## src/rtl/peres_gate.sv

```systemverilog
// Peres reversible gate (forward or inverse) over WIDTH independent bit-lanes,
// with a single registered output stage and a valid/ready handshake on both sides.
module peres_gate #(
  parameter int unsigned WIDTH = 1
) (
  input  logic             clk,
  input  logic             rst,
  input  logic             inv,
  input  logic             in_valid,
  output logic             in_ready,
  input  logic [WIDTH-1:0] a,
  input  logic [WIDTH-1:0] b,
  input  logic [WIDTH-1:0] c,
  output logic             out_valid,
  input  logic             out_ready,
  output logic [WIDTH-1:0] o1,
  output logic [WIDTH-1:0] o2,
  output logic [WIDTH-1:0] o3
);

  logic             xfer_in;
  logic [WIDTH-1:0] p_nxt;
  logic [WIDTH-1:0] q_nxt;
  logic [WIDTH-1:0] r_nxt;

  // The stage can take a new result when empty or when its current result drains now.
  assign in_ready = ~out_valid | out_ready;
  assign xfer_in  = in_valid & in_ready;

  // Inverse uses Q in place of B so that inverse(forward(x)) recovers C.
  always_comb begin
    p_nxt = a;
    q_nxt = a ^ b;
    r_nxt = (a & b) ^ c;
    if (inv) begin
      r_nxt = (a & q_nxt) ^ c;
    end
  end

  always_ff @(posedge clk or posedge rst) begin
    if (rst) begin
      out_valid <= 1'b0;
      o1        <= '0;
      o2        <= '0;
      o3        <= '0;
    end else if (xfer_in) begin
      out_valid <= 1'b1;
      o1        <= p_nxt;
      o2        <= q_nxt;
      o3        <= r_nxt;
    end else if (out_ready) begin
      out_valid <= 1'b0;
    end
  end

endmodule

```

## config.mk

```make
export PLATFORM = sky130hd
export DESIGN_NAME = peres_gate
export DESIGN_NICKNAME = d
export VERILOG_FILES = /design/src/rtl/peres_gate.sv
export SDC_FILE = /design/constraint.sdc
export NUM_CORES = 1
export LEC_CHECK = 0
export CAP_MARGIN = 20
export CORE_AREA = 4 4 41 43
export CTS_BUF_LIST = sky130_fd_sc_hd__clkbuf_8 sky130_fd_sc_hd__clkbuf_16
export DETAILED_ROUTE_END_ITERATION = 12
export DIE_AREA = 0 0 45 47
export GPL_ROUTABILITY_DRIVEN = 1
export REMOVE_ABC_BUFFERS = 1
export SLEW_MARGIN = 25
export SYNTH_ARGS = -nofsm -noshare
export SYNTH_HDL_FRONTEND = slang
export SYNTH_SLANG_ARGS = --single-unit
```

## constraint.sdc

```tcl
create_clock -name clk -period 1.55 [get_ports clk]
set_input_delay 0.31 -clock clk [delete_from_list [all_inputs] [get_ports clk]]
set_output_delay 0.31 -clock clk [all_outputs]
set_load 0.02 [all_outputs]
```

==> results of run 1 <==
-- cell families after synthesis --
group	Yosys count	synth area share, %
compound gates	5	13.5
flops	4	51.3
simple gates	4	16.7
xor+xnor	2	8.98
buf+inv	2	3.85
mux	1	5.77
-- power by group through the flow --
stage / Combinational [uW] / Clock, uW / Sequential, uW
after global placement: 108 / 0 / 128
after CTS: 108 / 225 / 127
after floorplan: 29.1 / 0 / 146
after global routing: 115 / 232 / 129
final: 106 / 218 / 127
after detailed placement: 109 / 0 / 128
-- synthesized netlist by cell type --
library cell | instances | area share, %
nand2b_4 | 1 | 7.0
xnor2_1 | 2 | 9.0
a21oi_1 | 3 | 7.7
nand2b_1 | 1 | 3.2
dfrtp_1 | 4 | 51
inv_1 | 2 | 3.8
mux2_2 | 1 | 5.8
or3_1 | 1 | 3.2
o21ai_0 | 1 | 2.6
and2_1 | 1 | 3.2
a31oi_1 | 1 | 3.2
-- routing by layer --
| metal | vias up | global-route usage [%] |
|---|---|---|
| li1 | 94 | - |
| met1 | 81 | 5.73 |
| met2 | 11 | 8.47 |
| met3 | 5 | 5.75 |
| met4 | 0 | 7.02 |
| met5 | - | 0 |
-- what timing repair did --
action                     in CTS  in global routing
setup endpoints to repair       1                  0
gates resized for setup         1                  0
hold buffers                    0                  0
setup buffers                   0                  0
-- worst max-delay path by stage --
stage / start / endpoint / slack (ns) / cells past startpoint
after floorplan: out_valid / o1 / 0.32 / 3
after global routing: out_valid / out_valid / 0.006 / 1
after CTS: out_valid / out_valid / 0.02 / 1
after detailed placement: out_ready / in_ready / -0.23 / 3
final: out_valid / out_valid / 0.03 / 1
after global placement: out_ready / in_ready / -0.24 / 3
-- stage by stage --
stage	std cells	power (uW)	setup TNS, ns	worst slack (ns)	cell area [sq um]
CTS	50	460	0	0.0182	389
global route	50	475	0	0.00584	389
detailed placement	47	237	-0.272	-0.230	349
finish	50	451	0	0.0309	389
floorplan	18	175	0	0.320	195
global placement	47	236	-0.291	-0.240	349
-- cells in the final DEF, fill, tap and decap left out, drive strengths merged --
| master | n |
|---|---|
| clkdlybuf4s50 | 11 |
| dfrtp | 4 |
| a21oi | 3 |
| clkbuf | 3 |
| xnor2 | 2 |
| inv | 2 |
| buf | 2 |
| nand2b | 2 |
| and2 | 1 |
| mux2 | 1 |
| o21ai | 1 |
| or3 | 1 |
| a31oi | 1 |
| dlygate4sd2 | 1 |
-- final cells by class --
| class | instances | area, sq um | area share, % |
|---|---|---|---|
| sequential | 4 | 100 | 25.7 |
| timing repair buffer | 14 | 134 | 34.4 |
| multi-input combinational | 12 | 87.6 | 22.5 |
| inverter | 2 | 7.51 | 1.93 |
| clock buffer | 3 | 41.3 | 10.6 |
| tap | 15 | 18.8 | 4.82 |
-- sequential cells by signal (all words and copies together) (netlist names) --
register / cells
o1: 1
o2: 1
o3: 1
out_valid: 1
==> impl_results.rst, run 1 <==
.. list-table::
   :header-rows: 1

   * - Metric
     - Value
   * - Initial Util
     - 15.0%
   * - Critical setup path kind
     - flip-flop to output pin
   * - WP data required
     - 1.24 ns
   * - CTS root buf
     - clkbuf_8
   * - Antenna violations before repair
     - 0
   * - Worst flop-to-flop path startpoint
     - out_valid
   * - Synth Instances
     - 18
   * - Number of global-route vias before repair
     - 215
   * - Worst slew slack as a fraction of its limit
     - 85.3%
   * - Unrepaired setup endpoints after global routing
     - false
   * - Clock latency on the worst-skew pair
     - 0.22 ns
   * - Worst setup SP type
     - flip-flop
   * - Final ANT Viol Nets
     - 0
   * - Num Clock Sinks
     - 4
   * - Total Routed Length
     - 477 microns
   * - Reg2reg setup slack
     - 0.37 ns
   * - Max Slew Vio Count
     - 0
   * - Number of CTS-inserted buffers
     - 3
   * - Max-cap violation count
     - 0
   * - FF-to-FF path depth
     - 4
   * - Static power due to leakage
     - 0.000164 uW
   * - Die extent in y
     - 47 microns
   * - Number of vias after detailed routing
     - 191
   * - Clock slew seen by the registers of the worst setup and hold paths
     - 0.03 ns
   * - GRT Total Usage
     - 6.50%
   * - Arrival time at the worst endpoint
     - 1.21 ns
   * - Result of the run
     - finished, final reports clean
   * - Maximum net fanout on the critical path
     - 2
   * - Per-cell routed wire length
     - 9.54 microns
   * - Register share of total power
     - 28.1%
   * - Synth cell types
     - 11
   * - Worst hold path class
     - input port to async pin
   * - Uppermost layer routed
     - met4
   * - Combined buffer and inverter count along the critical path
     - 1
   * - FF-to-FF End
     - o1
   * - Number of DRC violations after detailed-routing iteration 0
     - 1
   * - Combinational group share of total power
     - 23.5%
   * - Net load switching power
     - 106 uW
   * - Internal power
     - 345 uW
   * - Setup clock skew after layout
     - 0.00347 ns
   * - Final critical-path share of the clock period
     - 98.0%
   * - Share of total power in the clock network
     - 48.4%
   * - Wire length of the first global-routing pass
     - 848 microns
   * - Pre-Repair DR Iteration Count
     - 2
   * - Weighted congestion at the end of routability-driven global placement
     - 0.666
   * - Largest delay share family, worst path
     - buffers and inverters
   * - Width of the die
     - 45 microns
   * - Port Buffer Count
     - 12
   * - Power Dens Cells
     - 1160 nW/um^2
   * - Clock period minus worst slack
     - 1.52 ns
   * - Measured slew at the worst slew-check pin
     - 0.220 ns
   * - Filler cell count
     - 147
   * - Via count normalized by instance count
     - 3.82
   * - Warnings, synthesis
     - 0
   * - Remaining DRCs
     - 0
   * - Layout cells sized above 1
     - 20.0%
   * - Maximum number of pins on one net before global-route repair
     - 5
   * - Final core occ
     - 29.9%
   * - Cell area after technology mapping
     - 195 sq um
   * - Worst setup EP type
     - output pin
   * - Average instance area after synthesis
     - 10.8 sq um
   * - Final setup violating endpoints
     - 0
   * - Maximum clock path buffer count
     - 2
   * - Met3 wire len
     - 65 microns
   * - TritonCTS clock tree
     - built
   * - Std cell rows
     - 13
   * - Slowest cell delay on critical path
     - 0.62 ns
   * - Length of routed met2 wiring
     - 210 microns
   * - Ant diodes
     - 0
   * - Peak Freq
     - 658 MHz
   * - Number of H-tree levels
     - 1
   * - Portion of the post-synthesis area used by sequential elements
     - 51.3%
   * - Peak VDD IR
     - 414 uV
   * - Number of I/O pins
     - 13
   * - Area growth syn-to-layout
     - 99.4%
   * - Total congestion overflow
     - 0
   * - Switching portion of total power
     - 23.5%
   * - Crit path max-delay cell type
     - clkdlybuf4s50_1
   * - Floorplan Core Area
     - 1300 sq um
   * - Register bit count reported by yosys
     - 4
   * - Die area
     - 2120 sq um
   * - Endpoints failing hold
     - 0
   * - Smallest hold slack
     - 0.285 ns
   * - Number of nets in the final layout
     - 45
   * - Cell Chain, Critical Path
     - clkdlybuf4s50_1
   * - Routed length on met1
     - 186 microns
Power figures use the tool's default switching activity.
==> run 2, diff against run 1 <==
CTS_CLUSTER_DIAMETER = 150   (was not set)
==> results of run 2 <==
Same layout as run 1: the final DEF is identical, and so are final timing and power.
